$ cat config.mk
export PLATFORM = sky130hd
export DESIGN_NAME = pc_sequencer_flat
export DESIGN_NICKNAME = d
export VERILOG_FILES = /design/src/rtl/pc_sequencer_pkg.sv /design/src/rtl/pc_sequencer_if.sv /design/src/rtl/pc_sequencer_step_timer.sv /design/src/rtl/pc_sequencer.sv /design/src/flat_wrapper.sv
export SDC_FILE = /design/constraint.sdc
export NUM_CORES = 1
export LEC_CHECK = 0
export CORE_UTILIZATION = 42
export CTS_BUF_LIST = sky130_fd_sc_hd__clkbuf_8 sky130_fd_sc_hd__clkbuf_16
export DETAILED_ROUTE_END_ITERATION = 7
export PLACE_DENSITY_LB_ADDON = 0.2
export SKIP_CTS_REPAIR_TIMING = 1
export SLEW_MARGIN = 15
export SYNTH_ARGS = -nofsm -noshare
export SYNTH_HDL_FRONTEND = slang
export SYNTH_SLANG_ARGS = --single-unit
$ cat constraint.sdc
create_clock -name clk -period 4 [get_ports clk]
set_input_delay 0.6 -clock clk [delete_from_list [all_inputs] [get_ports clk]]
set_output_delay 0.6 -clock clk [all_outputs]
set_load 0.02 [all_outputs]
$ cat src/rtl/pc_sequencer_pkg.sv
// Shared types and defaults for the program-counter fetch/execute sequencer.
package pc_sequencer_pkg;

  typedef enum logic [2:0] {
    IDLE  = 3'd0,
    FETCH = 3'd1,
    EXEC  = 3'd2,
    DONE  = 3'd3,
    ERROR = 3'd4
  } state_e;

  localparam int unsigned DEF_EXEC_CYCLES = 3;
  localparam int unsigned DEF_TIMEOUT     = 15;

  // Counter width for a 0..n-1 range, never narrower than one bit.
  function automatic int unsigned cnt_width(input int unsigned n);
    return (n <= 1) ? 1 : $clog2(n);
  endfunction

endpackage

$ cat src/rtl/pc_sequencer_if.sv
// Instruction-memory handshake and PC-counter hookup for pc_sequencer.
interface pc_sequencer_if #(
  parameter int unsigned NBITS = 8
);
  logic             imem_req;
  logic             imem_ready;
  logic             ir_load;
  logic             pc_enable;
  logic [NBITS-1:0] pc;

  modport master (
    output imem_req,
    output ir_load,
    output pc_enable,
    input  imem_ready,
    input  pc
  );

  modport slave (
    input  imem_req,
    input  ir_load,
    input  pc_enable,
    output imem_ready,
    output pc
  );
endinterface

$ cat src/rtl/pc_sequencer_step_timer.sv
// Saturating up-counter with clear, increment and terminal-count flag.
module step_timer #(
  parameter int unsigned WIDTH = 2,
  parameter int unsigned LIMIT = 3
) (
  input  logic clk,
  input  logic reset,
  input  logic clr_i,
  input  logic inc_i,
  output logic tc_o
);

  localparam logic [WIDTH-1:0] LAST = WIDTH'(LIMIT - 1);

  logic [WIDTH-1:0] count_q, count_d;

  assign tc_o = (count_q == LAST);

  // Clear wins over increment; holding at LAST keeps the count from wrapping.
  always_comb begin
    count_d = count_q;
    if (clr_i)
      count_d = '0;
    else if (inc_i && !tc_o)
      count_d = count_q + WIDTH'(1);
  end

  always_ff @(posedge clk or negedge reset) begin
    if (!reset)
      count_q <= '0;
    else
      count_q <= count_d;
  end

endmodule

$ cat src/rtl/pc_sequencer.sv
// Multicycle fetch/execute controller that steps an enable-only PC counter.
module pc_sequencer
  import pc_sequencer_pkg::*;
#(
  parameter int unsigned NBITS       = 8,
  parameter int unsigned EXEC_CYCLES = DEF_EXEC_CYCLES,
  parameter int unsigned TIMEOUT     = DEF_TIMEOUT
) (
  input  logic             clk,
  input  logic             reset,
  input  logic             start,
  input  logic [NBITS-1:0] last_addr,
  output logic             busy,
  output logic             done,
  output logic             error,
  pc_sequencer_if.master   bus
);

  localparam int unsigned WAIT_W = $clog2(TIMEOUT + 1);
  localparam int unsigned EXEC_W = cnt_width(EXEC_CYCLES);

  state_e state_q, state_d;

  logic wait_clr, wait_inc, wait_tc;
  logic exec_clr, exec_inc, exec_tc;

  step_timer #(
    .WIDTH(WAIT_W),
    .LIMIT(TIMEOUT)
  ) u_wait_timer (
    .clk  (clk),
    .reset(reset),
    .clr_i(wait_clr),
    .inc_i(wait_inc),
    .tc_o (wait_tc)
  );

  step_timer #(
    .WIDTH(EXEC_W),
    .LIMIT(EXEC_CYCLES)
  ) u_exec_timer (
    .clk  (clk),
    .reset(reset),
    .clr_i(exec_clr),
    .inc_i(exec_inc),
    .tc_o (exec_tc)
  );

  always_ff @(posedge clk or negedge reset) begin
    if (!reset)
      state_q <= IDLE;
    else
      state_q <= state_d;
  end

  // Ready on the last allowed wait cycle still reaches EXEC ahead of the timeout.
  always_comb begin
    state_d = state_q;
    case (state_q)
      IDLE:    if (start) state_d = FETCH;
      FETCH: begin
        if (bus.imem_ready)
          state_d = EXEC;
        else if (wait_tc)
          state_d = ERROR;
      end
      EXEC: begin
        if (exec_tc)
          state_d = (bus.pc == last_addr) ? DONE : FETCH;
      end
      DONE:    state_d = IDLE;
      ERROR:   if (start) state_d = FETCH;
      default: state_d = IDLE;
    endcase
  end

  // Both timers sit at zero outside their own state and clear on the way out.
  always_comb begin
    wait_inc = (state_q == FETCH) && !bus.imem_ready;
    wait_clr = (state_q != FETCH) || (state_d != FETCH);
    exec_inc = (state_q == EXEC);
    exec_clr = (state_q != EXEC) || (state_d != EXEC);
  end

  always_comb begin
    bus.imem_req  = 1'b0;
    bus.ir_load   = 1'b0;
    bus.pc_enable = 1'b0;
    busy          = 1'b0;
    done          = 1'b0;
    error         = 1'b0;
    case (state_q)
      FETCH: begin
        bus.imem_req = 1'b1;
        bus.ir_load  = bus.imem_ready;
        busy         = 1'b1;
      end
      EXEC: begin
        bus.pc_enable = exec_tc;
        busy          = 1'b1;
      end
      DONE:    done  = 1'b1;
      ERROR:   error = 1'b1;
      default: ;
    endcase
  end

endmodule

$ cat src/flat_wrapper.sv
// flat-port wrapper written by rule: the top's interface ports become plain ports
module pc_sequencer_flat import pc_sequencer_pkg::*;
#(
  parameter int unsigned NBITS       = 8,
  parameter int unsigned EXEC_CYCLES = DEF_EXEC_CYCLES,
  parameter int unsigned TIMEOUT     = DEF_TIMEOUT
)
  (clk, reset, start, last_addr, busy, done, error, bus_imem_req, bus_ir_load, bus_pc_enable, bus_imem_ready, bus_pc);
  pc_sequencer_if #(.NBITS(NBITS)) bus_i ();
  input  logic clk;
  input  logic reset;
  input  logic start;
  input  logic [NBITS-1:0] last_addr;
  output logic busy;
  output logic done;
  output logic error;
  output wire logic [$bits(bus_i.imem_req)-1:0] bus_imem_req;
  output wire logic [$bits(bus_i.ir_load)-1:0] bus_ir_load;
  output wire logic [$bits(bus_i.pc_enable)-1:0] bus_pc_enable;
  input wire logic [$bits(bus_i.imem_ready)-1:0] bus_imem_ready;
  input wire logic [$bits(bus_i.pc)-1:0] bus_pc;
  assign bus_imem_req = bus_i.imem_req;
  assign bus_ir_load = bus_i.ir_load;
  assign bus_pc_enable = bus_i.pc_enable;
  assign bus_i.imem_ready = bus_imem_ready;
  assign bus_i.pc = bus_pc;
  pc_sequencer #(.NBITS(NBITS), .EXEC_CYCLES(EXEC_CYCLES), .TIMEOUT(TIMEOUT)) u_core (.clk(clk), .reset(reset), .start(start), .last_addr(last_addr), .busy(busy), .done(done), .error(error), .bus(bus_i));
endmodule
==> results of run 1 <==
[cell type report]
type                            instances  area share (%)
Multi-Input combinational cell         41            35.8
Timing Repair Buffer                   25            29.1
Sequential cell                         9            26.2
Clock buffer                            3            4.80
Tap cell                               14            2.03
Inverter                                4            1.74
Clock inverter                          1           0.436
[worst max-delay path, cell delays in order]
cell and delay, ps:
clkdlybuf4s50_1 490, and2_1 130, clkdlybuf4s50_1 590
[cell usage in the layout (no fill, tap or decap), drive strengths merged, types with 2 or more instances in the layout]
cell type,Yosys,routed
a21oi,2,2
clkbuf,0,3
clkdlybuf4s50,0,25
dfrtp,9,9
ha,3,3
inv,4,5
nand2,2,2
nand2b,3,3
nand3,2,2
nor2,5,5
nor3,3,3
nor4,2,2
xor2,9,9
[power groups by stage]
stage | combinational [W] | clock, W | sequential (W)
6_report | 0.000165 | 0.000103 | 0.000132
5_1_grt | 0.000180 | 0.000111 | 0.000136
4_1_cts | 0.000167 | 0.000105 | 0.000132
3_5_place_dp | 0.000166 | 0 | 0.000133
3_3_place_gp | 0.000162 | 0 | 0.000132
2_1_floorplan | 0.0000987 | 0 | 0.000127
[cell families after synthesis]
kind of cell / count (synthesis)
flip-flops: 9
AO/OA/AOI/OAI: 5
XOR/XNOR: 10
buffers and inverters: 5
adder cells (fa/ha/maj): 3
AND/OR/NAND/NOR: 23
[flip-flops by register name, indices dropped and copies added, names as in the netlist]
name	cells
u_core.u_wait_timer.count_q	4
u_core.state_q	3
u_core.u_exec_timer.count_q	2
[through the flow]
step / total power, W / util (%) / cells / setup slack [ps]
6_report: 0.000400 / 73.5 / 97 / 1590
5_1_grt: 0.000428 / 73.5 / 97 / 1550
4_1_cts: 0.000404 / 73.5 / 97 / 1580
3_5_place_dp: 0.000299 / 69.7 / 93 / 1580
3_3_place_gp: 0.000294 / 69.7 / 93 / 1590
2_1_floorplan: 0.000226 / - / 55 / 2010
[Yosys cell counts, drive strengths merged, types with 2 or more instances]
cell and instances:
nand2b 3, nor2 5, ha 3, nand2 2, a21oi 2, nor3 3
nand3 2, xor2 9, dfrtp 9, inv 4, nor4 2
[how the worst max path moves through the flow]
stage                           start           to  slack (ps)
floorplan           u_core.state_q[2]  bus_ir_load        2010
global placement       bus_imem_ready  bus_ir_load        1590
detailed placement     bus_imem_ready  bus_ir_load        1580
CTS                    bus_imem_ready  bus_ir_load        1580
global route        u_core.state_q[2]  bus_ir_load        1550
finish                 bus_imem_ready  bus_ir_load        1590
[per-layer routing]
layer  up-vias  GRT usage [%]
met4         0           2.59
met3         0           8.72
met2        17           29.6
met1       210           22.2
li1        243              -
met5         -              0
==> metrics.yaml, run 1 <==
outcome: "completed"
synth_edf_count: 0
drc: 0
core_area_um2: 1170
yosysUniqueCellTypes: 24
final_area_um2: 861
ff_latch_area_um2: 225
grt-ovfl-total: 0
met2_length_um: 565
syn_area_per_cell_um2: 10.2
async_reset_ff_share_pct: 100
clkSinkCount: 9
final_antenna_net_count: 0
cts_buffer_depth: 2
wl_per_cell_um: 11.2
synthTopCellsByArea: "dfrtp_1 (40%), xor2_1 (14%), ha_1 (6.7%), nor3_1 (2.7%), inv_1 (2.7%)"
setup_viol: 0
whs_endpoint: "u_core.u_exec_timer.count_q[0]"
ys_ff_latch: 9
final_hold_viol_count: 0
initial_core_util_pct: 47.8
synth_top_family_by_area: "simple AND/OR/NAND/NOR gates"
setup-tns-final_ps: 0
diodes: 0
switching_share_pct: 32.8
dp_hpwl_um: 925
endpoint_kind: "primary output"
routed_wl_um: 1090
slew_headroom_pct: 73.3
p_clk_share_pct: 25.8
die_x_um: 38.5
grt_pass1_wl_um: 1800
crit_required_ps: 3400
power_frac_comb_pct: 41.1
r2r_cells: 3
wl_met3_um: 56
multi_input_area_um2: 308
synth_fa_ha_area_share_pct: 6.71
pwr_density_cell_nw_per_um2: 465
nFillCells: 102
drive_gt1_share_pct: 12.0
drtPass1Iterations: 2
fp-row-count: 12
synthCells: 55
crit_arrival_ps: 1810
fmax_mhz: 415
post-synth-top-area-cell: "dfrtp_1"
routabilityCongestion: 0.670
cts_buffers: 3
ir_drop_mv: 0.395
io_pins: 26
antenna_found_initial: 0
grt_usage_pct: 18.3
path_clk_slew_ps: 40
p_int_w: 0.000269
place_area_um2: 816
vias: 470
max_slew.worst_pin.slew_ps: 399
drv_cap: 0
crit_type: "in -> out"
fin_nets: 107
seqPwrFrac_pct: 33.1
fin_hold_ws_ps: 443
switching_power_w: 0.000131
synth-simple-area-share_pct: 26.6
ys_seq_area_share_pct: 40.3
hold_depth: 1
worstPathMaxFanout: 3
final_max_slew_viol_count: 0
hp-class: "reg -> reg"
port_buffers: 25
cp-start-kind: "input pin"
ys.flop_type: "dfrtp_1"
fin_crit_ps: 2410
wl_met1_um: 468
die-area_um2: 1480
r2r_slack_ps: 2560
min_from: "u_core.u_exec_timer.count_q[0]"
h-tree-depth: 1
cts_root_buf: "clkbuf_8"
drt_iter0_markers: 8
viasPerCell: 4.85
area_delta_synth_final_pct: 53.9
power.leakage_nw: 0.379
syn-cell-area_um2: 559
ys_warn_count: 0
syn_nets: 78
synth_xor_area_share_pct: 15.7
die_h_um: 38.5
r2r-start: "u_core.state_q[2]"
clock_latency_ps: 230
rsz0062_at_grt: "no"
top_layer_used: "met3"
finalCritPeriodShare_pct: 60.2
synth_compound_area_share_pct: 6.04
rr_endpoint: "u_core.state_q[0]"
cts_tree: "yes"
skew_ps: 3.56
synth.area.mux_share_pct: 0
first_global_vias: 419
synth_top_cell_area_share_pct: 40.3
grt_start_max_net_pins: 11
No activity file was read; power rests on OpenSTA's default activity.
==> run 2: changes to the inputs <==
--- a/config.mk
+++ b/config.mk
@@ -5,7 +5,7 @@
 export SDC_FILE = /design/constraint.sdc
 export NUM_CORES = 1
 export LEC_CHECK = 0
-export CORE_UTILIZATION = 42
+export CORE_UTILIZATION = 35
 export CTS_BUF_LIST = sky130_fd_sc_hd__clkbuf_8 sky130_fd_sc_hd__clkbuf_16
 export DETAILED_ROUTE_END_ITERATION = 7
 export PLACE_DENSITY_LB_ADDON = 0.2
==> constraint.sdc (replaced) <==
create_clock -name clk -period 2 [get_ports clk]
set_input_delay 0.3 -clock clk [delete_from_list [all_inputs] [get_ports clk]]
set_output_delay 0.3 -clock clk [all_outputs]
set_load 0.02 [all_outputs]
==> metrics.yaml, run 2 (synthesized netlist as in run 1, its figures left out) <==
drtPass1Iterations: 4  # was 2
drc: 0  # unchanged
die-area_um2: 1760  # was 1480 µm²
setup_viol: 0  # unchanged
cts_buffer_depth: 2  # unchanged
drv_cap: 0  # unchanged
reg.largest.list: "u_core.u_wait_timer.count_q: 4 flops, u_core.state_q: 3 flops, u_core.u_exec_timer.count_q: 2 flops"  # unchanged
die_x_um: 42.0  # was 38.5 µm
multi_input_area_um2: 313  # was 308 µm²
cts_tree: "yes"  # unchanged
top_register: "u_core.u_wait_timer.count_q"  # unchanged
port_buffers: 25  # unchanged
ir_drop_mv: 0.774  # was 0.395 mV
ff_latch_area_um2: 225  # unchanged
final_max_slew_viol_count: 0  # unchanged
io_pins: 26  # unchanged
dp_hpwl_um: 878  # was 925 µm
crit_arrival_ps: 1630  # was 1810 ps
fmax_mhz: 518
power.leakage_nw: 0.458  # was 0.379 nW
grt_pass1_wl_um: 1790  # was 1800 µm
core_area_um2: 1510  # was 1170 µm²
drt_iter0_markers: 2  # was 8
grt_start_max_net_pins: 10  # was 11
fin_hold_ws_ps: 358  # was 443 ps
antenna_found_initial: 0  # unchanged
cts_root_buf: "clkbuf_8"  # unchanged
routed_wl_um: 1050  # was 1090 µm
slew_headroom_pct: 74.1  # was 73.3%
final_hold_viol_count: 0  # unchanged
most-common-layout-cells: "clkdlybuf4s50_1 (21), xor2_1 (9), dfrtp_1 (9)"  # was clkdlybuf4s50_1 (25), xor2_1 (9), dfrtp_1 (9)
pwr_density_cell_nw_per_um2: 894  # was 465 nW/µm²
crit_type: "reg -> out"  # was in -> out
drive_gt1_share_pct: 14.3  # was 12.0%
timing.final.ws_setup_ps: 68.1  # was 1590 ps
rsz0062_at_grt: "no"  # unchanged
cts_buffers: 3  # unchanged
clkSinkCount: 9  # unchanged
die_h_um: 42.0  # was 38.5 µm
grt-ovfl-total: 0  # unchanged
max_slew.worst_pin.slew_ps: 388  # was 399 ps
final_antenna_net_count: 0  # unchanged
hp-class: "in -> async"  # was reg -> reg
finalCritPeriodShare_pct: 96.6
fin_nets: 108  # was 107
fin_crit_ps: 1930
wl_per_cell_um: 10.5  # was 11.2 µm
outcome: "completed"  # unchanged
place_inst: 96  # was 93
area_delta_synth_final_pct: 58.4  # was 53.9%
skew_ps: 5.60  # was 3.56 ps
dp_slack_ps: 178  # was 1580 ps
layout_commonest_cell: "clkdlybuf4s50_1"  # unchanged
path_clk_slew_ps: 40  # about the same
crit_required_ps: 1700  # was 3400 ps
path_buf_inv: 1  # was 2
h-tree-depth: 1  # unchanged
worstPathMaxFanout: 8  # was 3
viasPerCell: 4.86  # was 4.85
vias: 486  # was 470
crit_chain: "nand2b_1, a21oi_1, clkdlybuf4s50_1"  # was clkdlybuf4s50_1, and2_1, clkdlybuf4s50_1
final_area_um2: 886  # was 861 µm²
stdcell_count: 100  # was 97
place_area_um2: 826  # was 816 µm²
first_global_vias: 440  # was 419
grt_usage_pct: 13.9  # was 18.3%
diodes: 0  # unchanged
cp-start-kind: "flop"  # was input pin
clock_latency_ps: 230  # about the same
nFillCells: 142  # was 102
endpoint_kind: "primary output"  # unchanged
fp-row-count: 14  # was 12
slowest_stage: "clkdlybuf4s50_1"  # unchanged
initial_core_util_pct: 37.1  # was 47.8%
routabilityCongestion: 0.654  # was 0.670
largest_reg_flops: 4  # unchanged
max_stage_delay_ps: 620  # was 590 ps
crit_family: "buffers and inverters"  # unchanged
[run 2: changes by cell type in the layout (fill, tap and decap cells not counted), sizes merged]
cell / delta
buf: +1
clkdlybuf4s50: -4
dlymetal6s2s: +4
[run 2: per-layer routing]
layer | global-route usage [%] | vias up | share of wire (%)
met5 | 0 | - | 0
met4 | 5.81 | 0 | 0.95
met3 | 7.76 | 2 | 7.3
met2 | 19.7 | 20 | 48
met1 | 17.3 | 219 | 44
li1 | - | 245 | -
[run 2: report_power, final]
| group | internal [W] | total (W) | switching, W |
|---|---|---|---|
| Clock | 0.000133 | 0.000200 | 0.0000672 |
| Combinational | 0.000183 | 0.000327 | 0.000144 |
| Sequential | 0.000221 | 0.000265 | 0.0000441 |
[run 2: worst paths after layout]
kind	from	endpoint	slack, ps	cells past startpoint
min in group clk	u_core.u_exec_timer.count_q[0]	u_core.u_exec_timer.count_q[0]	440	1
max	u_core.state_q[0]	busy	70	3
min reg2reg	u_core.u_exec_timer.count_q[0]	u_core.u_exec_timer.count_q[0]	440	1
max reg2reg	u_core.state_q[2]	u_core.state_q[0]	590	3
min	reset	u_core.state_q[0]	360	1
max in group asynchronous	reset	u_core.u_wait_timer.count_q[1]	1360	1
[run 2: final cells by class]
type / instances / share of cell area (%)
Clock inverter: 1 / 0.424
Clock buffer: 3 / 4.66
Timing Repair Buffer: 26 / 30.2
Sequential cell: 9 / 25.4
Inverter: 4 / 1.69
Multi-Input combinational cell: 41 / 35.3
Tap cell: 16 / 2.26
[run 2: metrics by stage]
step | TNS (ps) | util [%] | power, W
after global routing | 0 | 58.8 | 0.000855
after CTS | -77.7 | 57.8 | 0.000806
after floorplan | 0 | - | 0.000452
after global placement | 0 | 54.8 | 0.000589
final | 0 | 58.8 | 0.000792
after detailed placement | 0 | 54.8 | 0.000597
